$ cat config.mk
export PLATFORM = sky130hd
export DESIGN_NAME = sparkle_scheduler
export DESIGN_NICKNAME = d
export VERILOG_FILES = /design/src/rtl/sparkle_scheduler.sv
export SDC_FILE = /design/constraint.sdc
export NUM_CORES = 1
export LEC_CHECK = 0
export CORE_MARGIN = 3
export CORE_UTILIZATION = 40
export CTS_BUF_LIST = sky130_fd_sc_hd__clkbuf_16
export CTS_CLUSTER_DIAMETER = 60
export CTS_CLUSTER_SIZE = 24
export DETAILED_ROUTE_END_ITERATION = 7
export PLACE_DENSITY_LB_ADDON = 0.2
export SLEW_MARGIN = 20
export SYNTH_ARGS = -nofsm -noshare
export SYNTH_HDL_FRONTEND = slang
export SYNTH_SLANG_ARGS = --single-unit
export TNS_END_PERCENT = 1
$ cat constraint.sdc
create_clock -name clk -period 4.9 [get_ports clk]
set_input_delay 0.98 -clock clk [delete_from_list [all_inputs] [get_ports clk]]
set_output_delay 0.98 -clock clk [all_outputs]
set_load 0.02 [all_outputs]
$ cat src/rtl/sparkle_scheduler.sv
// sparkle_scheduler: periodic LED sparkle generator behind a Wishbone register file.
// Each timer tick fetches one pseudorandom word and turns it into a pixel command
// (LED index scaled into COUNT, colour from the upper 24 bits).
// Optional per-channel brightness scaling is built when SPARKLE_BRIGHTNESS_EN is defined.
//
// state | meaning
// IDLE  | waiting for a timer tick
// REQ   | rnd_next pulsed, generator word captured
// CALC  | index and colour computed from the captured word
// OUT   | pix_valid held with stable data until pix_ready
module sparkle_scheduler #(
    parameter logic [15:0] RESET_PERIOD = 16'd1000
) (
    input  logic        clk,
    input  logic        rst_n,
    input  logic        wbs_cyc_i,
    input  logic        wbs_stb_i,
    input  logic        wbs_we_i,
    input  logic [31:0] wbs_adr_i,
    input  logic [31:0] wbs_dat_i,
    input  logic [3:0]  wbs_sel_i,
    output logic [31:0] wbs_dat_o,
    output logic        wbs_ack_o,
    output logic        rnd_next,
    input  logic [31:0] rnd_data,
    output logic        pix_valid,
    input  logic        pix_ready,
    output logic [7:0]  pix_index,
    output logic [23:0] pix_color
);

    typedef enum logic [1:0] {S_IDLE, S_REQ, S_CALC, S_OUT} state_t;

    state_t      state, state_nxt;
    logic        en;
    logic [15:0] period;
    logic [7:0]  count;
    logic [15:0] drops;
    logic [15:0] events;
    logic [15:0] timer;
    logic        tick;
    logic [31:0] rnd_q;
    logic [31:0] rd_data;
    logic [15:0] period_wval;
    logic [7:0]  idx_calc;
    logic [23:0] color_calc;
    logic        acc, wr, rd;
    logic [2:0]  reg_sel;
    logic        wr_ctrl, wr_period, wr_count, wr_status;
`ifdef SPARKLE_BRIGHTNESS_EN
    logic [7:0]  bright;
    logic        wr_bright;
`endif
    logic        unused_bits;

    // Address bits outside [4:2], the upper data half and upper byte enables carry no meaning here.
    assign unused_bits = &{1'b0, wbs_adr_i[31:5], wbs_adr_i[1:0], wbs_dat_i[31:16], wbs_sel_i[3:2]};

    assign acc       = wbs_cyc_i & wbs_stb_i & ~wbs_ack_o;
    assign wr        = acc & wbs_we_i;
    assign rd        = acc & ~wbs_we_i;
    assign reg_sel   = wbs_adr_i[4:2];
    assign wr_ctrl   = wr && (reg_sel == 3'd0);
    assign wr_period = wr && (reg_sel == 3'd1);
    assign wr_count  = wr && (reg_sel == 3'd2);
    assign wr_status = wr && (reg_sel == 3'd3);
`ifdef SPARKLE_BRIGHTNESS_EN
    assign wr_bright = wr && (reg_sel == 3'd4);
`endif

    assign period_wval = {wbs_sel_i[1] ? wbs_dat_i[15:8] : period[15:8],
                          wbs_sel_i[0] ? wbs_dat_i[7:0]  : period[7:0]};

    assign tick = en && (period != 16'd0) && (timer == 16'd1);

    assign idx_calc = 8'(({8'b0, rnd_q[7:0]} * {8'b0, count}) >> 8);
`ifdef SPARKLE_BRIGHTNESS_EN
    assign color_calc = {8'(({8'b0, rnd_q[31:24]} * {8'b0, bright}) >> 8),
                         8'(({8'b0, rnd_q[23:16]} * {8'b0, bright}) >> 8),
                         8'(({8'b0, rnd_q[15:8]}  * {8'b0, bright}) >> 8)};
`else
    assign color_calc = rnd_q[31:8];
`endif

    // Configuration registers with per-byte write enables.
    always_ff @(posedge clk or negedge rst_n) begin
        if (!rst_n) begin
            en     <= 1'b0;
            period <= RESET_PERIOD;
            count  <= 8'd0;
`ifdef SPARKLE_BRIGHTNESS_EN
            bright <= 8'hFF;
`endif
        end else begin
            if (wr_ctrl && wbs_sel_i[0])  en     <= wbs_dat_i[0];
            if (wr_period)                period <= period_wval;
            if (wr_count && wbs_sel_i[0]) count  <= wbs_dat_i[7:0];
`ifdef SPARKLE_BRIGHTNESS_EN
            if (wr_bright && wbs_sel_i[0]) bright <= wbs_dat_i[7:0];
`endif
        end
    end

    // Drop/event statistics; a STATUS write of any value wins over a same-cycle increment.
    always_ff @(posedge clk or negedge rst_n) begin
        if (!rst_n) begin
            drops  <= 16'd0;
            events <= 16'd0;
        end else if (wr_status) begin
            drops  <= 16'd0;
            events <= 16'd0;
        end else if (tick) begin
            if (state != S_IDLE && drops != 16'hFFFF)  drops  <= drops + 16'd1;
            if (state == S_IDLE && events != 16'hFFFF) events <= events + 16'd1;
        end
    end

    // Tick timer: counts down from PERIOD, ticks at 1, parks at PERIOD while disabled.
    always_ff @(posedge clk or negedge rst_n) begin
        if (!rst_n)                     timer <= RESET_PERIOD;
        else if (wr_period)             timer <= period_wval;
        else if (!en || timer <= 16'd1) timer <= period;
        else                            timer <= timer - 16'd1;
    end

    // Read mux; unmapped offsets return zero.
    always_comb begin
        rd_data = 32'd0;
        case (reg_sel)
            3'd0:    rd_data = {31'd0, en};
            3'd1:    rd_data = {16'd0, period};
            3'd2:    rd_data = {24'd0, count};
            3'd3:    rd_data = {drops, events};
`ifdef SPARKLE_BRIGHTNESS_EN
            3'd4:    rd_data = {24'd0, bright};
`endif
            default: rd_data = 32'd0;
        endcase
    end

    // Single-cycle acknowledge and registered read data.
    always_ff @(posedge clk or negedge rst_n) begin
        if (!rst_n) begin
            wbs_ack_o <= 1'b0;
            wbs_dat_o <= 32'd0;
        end else begin
            wbs_ack_o <= acc;
            if (rd) wbs_dat_o <= rd_data;
        end
    end

    // FSM state register.
    always_ff @(posedge clk or negedge rst_n) begin
        if (!rst_n) state <= S_IDLE;
        else        state <= state_nxt;
    end

    // FSM next-state logic.
    always_comb begin
        state_nxt = state;
        case (state)
            S_IDLE:  if (tick) state_nxt = S_REQ;
            S_REQ:   state_nxt = S_CALC;
            S_CALC:  state_nxt = S_OUT;
            S_OUT:   if (pix_ready) state_nxt = S_IDLE;
            default: state_nxt = S_IDLE;
        endcase
    end

    // FSM outputs decoded from state so reset clears them immediately.
    always_comb begin
        rnd_next  = 1'b0;
        pix_valid = 1'b0;
        case (state)
            S_REQ:   rnd_next  = 1'b1;
            S_OUT:   pix_valid = 1'b1;
            default: ;
        endcase
    end

    // Capture the generator word in REQ and latch the pixel command in CALC.
    always_ff @(posedge clk or negedge rst_n) begin
        if (!rst_n) begin
            rnd_q     <= 32'd0;
            pix_index <= 8'd0;
            pix_color <= 24'd0;
        end else begin
            if (state == S_REQ) rnd_q <= rnd_data;
            if (state == S_CALC) begin
                pix_index <= idx_calc;
                pix_color <= color_calc;
            end
        end
    end

endmodule

# Word-level counts from Yosys, hierarchy flattened
# Index checks and enable logic that the tools add are counted.
[word_totals]
in_bits = 106
output_inout_bits = 67
wordCells = 72
regBits = 172
[classes]
add_sub_neg = 3
n_mul = 1
n_reduce_logical = 22
n_eq_ne = 11
n_lt_le_gt_ge = 1
bitwise = 6
mux = 16
[ops]
columns = ["operator", "n"]
rows = [
  ["$mux W16", 8],
  ["$pmux W32 S4", 1],
  ["$add A16 B1 Y16 const B", 2],
  ["$ne A16 B16 Y1 const B", 2],
  ["$eq A16 B1 Y1 const B", 1],
  ["$le A16 B1 Y1 const B", 1],
  ["$mul A8 B8 Y16", 1],
  ["$mux W8", 2],
  ["$reduce_bool A16 Y1", 1],
  ["$sub A16 B1 Y16 const B", 1],
  ["$logic_and A1 B1 Y1", 10],
  ["$pmux W2 S4", 1],
  ["$reduce_bool A2 Y1", 4],
  ["$eq A3 B2 Y1 const B", 2],
  ["$reduce_and A2 Y1", 3],
  ["$and A1 B1 Y1", 4],
  ["$eq A2 B2 Y1 const B", 2],
  ["$mux W2", 2],
  ["$ne A2 B2 Y1 const B", 2],
  ["$eq A3 B1 Y1 const B", 1],
  ["$logic_not A3 Y1", 1],
  ["$eq A2 B1 Y1 const B", 1],
  ["$logic_not A2 Y1", 1],
  ["$mux W1", 2],
  ["3 further kinds", 4],
]

# Depth between registers and ports, before layout
# Gate-level depths: netlist of the first run.
[depth]
ltp_word = 6
depth_mapped = 17
mapped_depth_nobuf = 16

# Worst setup path after synthesis of the first run
# No wires, ideal clock.
[synth_path]
path_kind = "reg2reg"
from = "register count[7]"
to = "register pix_index[5]"
t_arrival_ps = 4245
setup_slack_ps = 530
path_buffers = 1
stages_incl_launch_ff = 16
synth_period_minus_slack_ps = 4370
path_cell_list = "dfrtp_1 > clkbuf_1 > and2_1 > fa_1 > fa_1 > fa_1 > inv_1 > fa_1 > inv_1 > ha_1 > a21o_1 > a21o_1 > a41oi_1 > o21ai_0 > xnor2_1 > mux2_2"
[synth_via]
elab_chain_len = 1
[synth_rtl]
columns = ["element", "line_no", "rtl"]
rows = [
  ["from (decl)", "37", "logic [7:0] count;"],
  ["from (signal assigned)", "97", "if (wr_count && wbs_sel_i[0]) count <= wbs_dat_i[7:0];"],
  ["$mul A8 B8 Y16", "76", "assign idx_calc = 8'(({8'b0, rnd_q[7:0]} * {8'b0, count}) >> 8);"],
  ["to (signal assigned)", "190", "pix_index <= idx_calc;"],
  ["to (decl)", "28", "output logic [7:0] pix_index,"],
]
# Every way passes these cells.
# A chain may end at the register's enable or synchronous reset.

# Worst setup path in the final report of the first run
[layout_path]
from = "register count[7]"
to = "register pix_index[6]"
# Same word-level chain as after synthesis.

==> impl_metrics.toml, run 1 <==
[run_status]
status = "complete, no violations"

[synth]
synth.distinct_cells = 55
synth.most_common_cell = "dfrtp_1"
synth-compound-area-share_pct = 7.046
synth_top_family_by_area = "simple AND/OR/NAND/NOR gates"
yosysSeqAreaShare_pct = 45.38
yosys.area_share.simple_pct = 15.09
syn_area_per_cell_um2 = 11.08
synth_fa_ha_area_share_pct = 12.75
synth-edff-count = 0
yosys-top-cells-area = "dfrtp_1, mux2_2, fa_1"
synth_area_mm2 = 0.009518
synthArstFlopShare_pct = 100.0
synth_top_area_cell = "dfrtp_1"
synth_top_area_share_pct = 42.07
yosys_register_bits = 172
yosysWarningCount = 0
synth-main-ff-cell = "dfrtp_1"
ys_top_cells_by_count = "dfrtp_1, nand2_1, mux2_2"
synthesis.instances = 859
synthMuxAreaShare_pct = 12.21
synth-xor-area-share_pct = 4.325
syn_nets = 1041

[drt]
dr.pass1.iters = 4
drc = 0
dr_total_vias = 6696
top_layer = "met4"
wl_met2_mm = 9.621
wl_mm = 21.60
wl_met3_mm = 1.518
drt_iter0_drc = 314
viasPerCell = 5.111
wl_met1_mm = 10.25
ant_nets = 0
wl_per_cell_um = 16.49

[critical_path]
crit_buf_inv = 1
critPathMaxStageDelay_ns = 0.56
cp_max_fo = 10
cp-end-kind = "register"
crit_chain = "nand2_1 -> fa_1 -> fa_1 -> inv_1 -> fa_1 -> fa_1 -> ha_1 -> a211oi_1 -> o211ai_1 -> a41o_1 -> a311oi_1 -> xnor2_1 -> mux2_2"
cp.arrival_ns = 5.00
startpoint_type = "register"
path_class = "reg -> reg"
r2r-start = "count[7]"
cp_top_family = "adder cells"
r2r_slack_ns = 0.22
crit_start = "count[7]"
crit_path_frequent_cell = "fa_1"
cp.required_ns = 5.22
cp_slowest_cell = "fa_1"

[clock_tree]
cts-root-buf = "clkbuf_16"
path_clk_slew_ns = 0.07
cts_num_sinks = 172
numCtsBuffers = 17
ctsHoldBuffers = 0
ctsLongestPathBuffers = 2
cts_tree = "yes"
cts-resized-gates = 0
cts_setup_buffers = 0
clk_latency_ns = 0.43
h-tree-depth = 4

[floorplanning]
core_mm2 = 0.02298
io_pins = 173
die_area_mm2 = 0.02568
placementRows = 55
die_h_um = 160.3
initial_core_util_pct = 41.41
fp.dieW_um = 160.3

[power]
power_frac_seq_pct = 37.6
vdd_drop_max_v = 0.0002991
p_leak_nw = 5.157
pwr-share-comb_pct = 38.9
power_density_mw_per_mm2 = 506.5
switching_share_pct = 36.15
p_switching_w = 0.002159
pwr-share-clk_pct = 23.5
p_int_w = 0.003813

[grt]
grt_usage_pct = 17.63
grt.overflow.total = 0
grt_pass1_wl_mm = 36.57
first_global_vias = 7070
grt_max_degree = 110
antenna_found_initial = 0

[final_layout]
fillers = 2128
fin_nets = 1166
diodes = 0
final_area_mm2 = 0.01179
syn_to_final_growth_pct = 23.89
multi_input_area_mm2 = 0.004920
seq_area_mm2 = 0.004319
final_cells = 1310
layout-drive-gt1-share_pct = 16.75

[job]
max_cap_viol_count = 0

[timing]
fmax_mhz = 213.8
finalCriticalPeriod_ns = 4.678
period_share_pct = 95.47
maxSlewViolCount = 0
hold_viol = 0
finalSetupTns_ns = 0
worst_slew_pin_slew_ns = 0.9143
clock_skew_ns = 0.01394
finalSetupViolCount = 0
slew-limit-headroom_pct = 39.05

[placement]
dp_cells = 1278
io_buffer_count = 125
hpwl_mm = 15.35
routabilityCongestion = 0.8182
place_area_mm2 = 0.01117

[hold_path]
min_path_type = "reg -> reg"
hp-start = "wbs_dat_o[31]"
power by group through the flow:
stage,clock network (W),logic [W],registers (W)
6_report,0.00140,0.00232,0.00225
5_1_grt,0.00150,0.00260,0.00232
4_1_cts,0.00144,0.00236,0.00225
3_5_place_dp,0,0.00234,0.00227
3_3_place_gp,0,0.00231,0.00226
2_1_floorplan,0,0.00139,0.00235
per-layer routing:
layer	global-route usage (%)	vias to the layer above
li1	-	3211
met1	24.55	3334
met2	26.61	138
met3	5.966	13
met4	4.339	0
met5	0	-
cell families after synthesis:
group           count (synthesis)
simple gates                  287
flops                         172
mux                           104
compound gates                 92
buf+inv                        81
fa+ha+maj                      76
xor+xnor                       47
cells in the final DEF (no fill, tap or decap), drive strengths merged, types with 14 or more instances in the layout:
cell / Yosys / layout
nor2: 55 / 55
mux2: 87 / 87
o21ai: 28 / 28
mux2i: 16 / 16
nor3: 18 / 18
buf: 8 / 14
nand2: 93 / 93
clkdlybuf4s50: 0 / 124
inv: 48 / 56
nor4: 19 / 19
clkbuf: 25 / 18
ha: 41 / 41
xnor2: 40 / 40
and2: 54 / 54
nand3: 15 / 15
dfrtp: 160 / 160
fa: 35 / 35
worst reg2reg max path, cell delays in order (launching register included):
cell,delay (ns)
dfrtp_1,0.50
nand2_1,0.13
fa_1,0.53
fa_1,0.56
inv_1,0.06
fa_1,0.50
fa_1,0.49
ha_1,0.32
a211oi_1,0.23
o211ai_1,0.25
a41o_1,0.35
a311oi_1,0.32
xnor2_1,0.10
mux2_2,0.26
path summary, 6_finish.rpt:
path / endpoint / depth (start not counted)
worst max register to register: pix_index[6] / 13
worst min register to register: wbs_dat_o[31] / 2
min in group asynchronous: wbs_dat_o[24] / 1
max in group asynchronous: rnd_q[1] / 2
worst min-delay path: wbs_dat_o[31] / 2
worst max-delay path: pix_index[6] / 13
registers in the layout (all words and copies together) (netlist names), 2 cells and up:
signal     cells
state          2
pix_color     24
count          8
rnd_q         32
pix_index      8
timer         16
period        16
drops         16
events        16
wbs_dat_o     32
final cells by class:
type / count / share of cell area [%]
well taps: 313 / 3.321
flip-flops and latches: 172 / 36.63
multi-input cells: 606 / 41.72
clock buffers: 17 / 3.608
repair buffers: 139 / 11.64
inverters: 48 / 1.528
clock inverters: 15 / 1.549
metrics by stage:
step	util (%)	setup slack [ns]	total power [W]	hold WS [ns]
after floorplan	-	0.5303	0.003738	0.4750
after global placement	48.61	0.2805	0.004568	0.4670
after detailed placement	48.61	0.2224	0.004609	0.4735
after CTS	51.26	0.2243	0.006050	0.4889
after global routing	51.30	-0.01094	0.006418	0.5200
final	51.30	0.2219	0.005972	0.4809
No activity file was read; power rests on OpenSTA's default activity.
==> run 2, diff against run 1 <==
- ABC_CLOCK_PERIOD_IN_PS: unset -> 4900
==> results of run 2 <==
No change in the layout: final DEF, timing and power equal those of run 1.
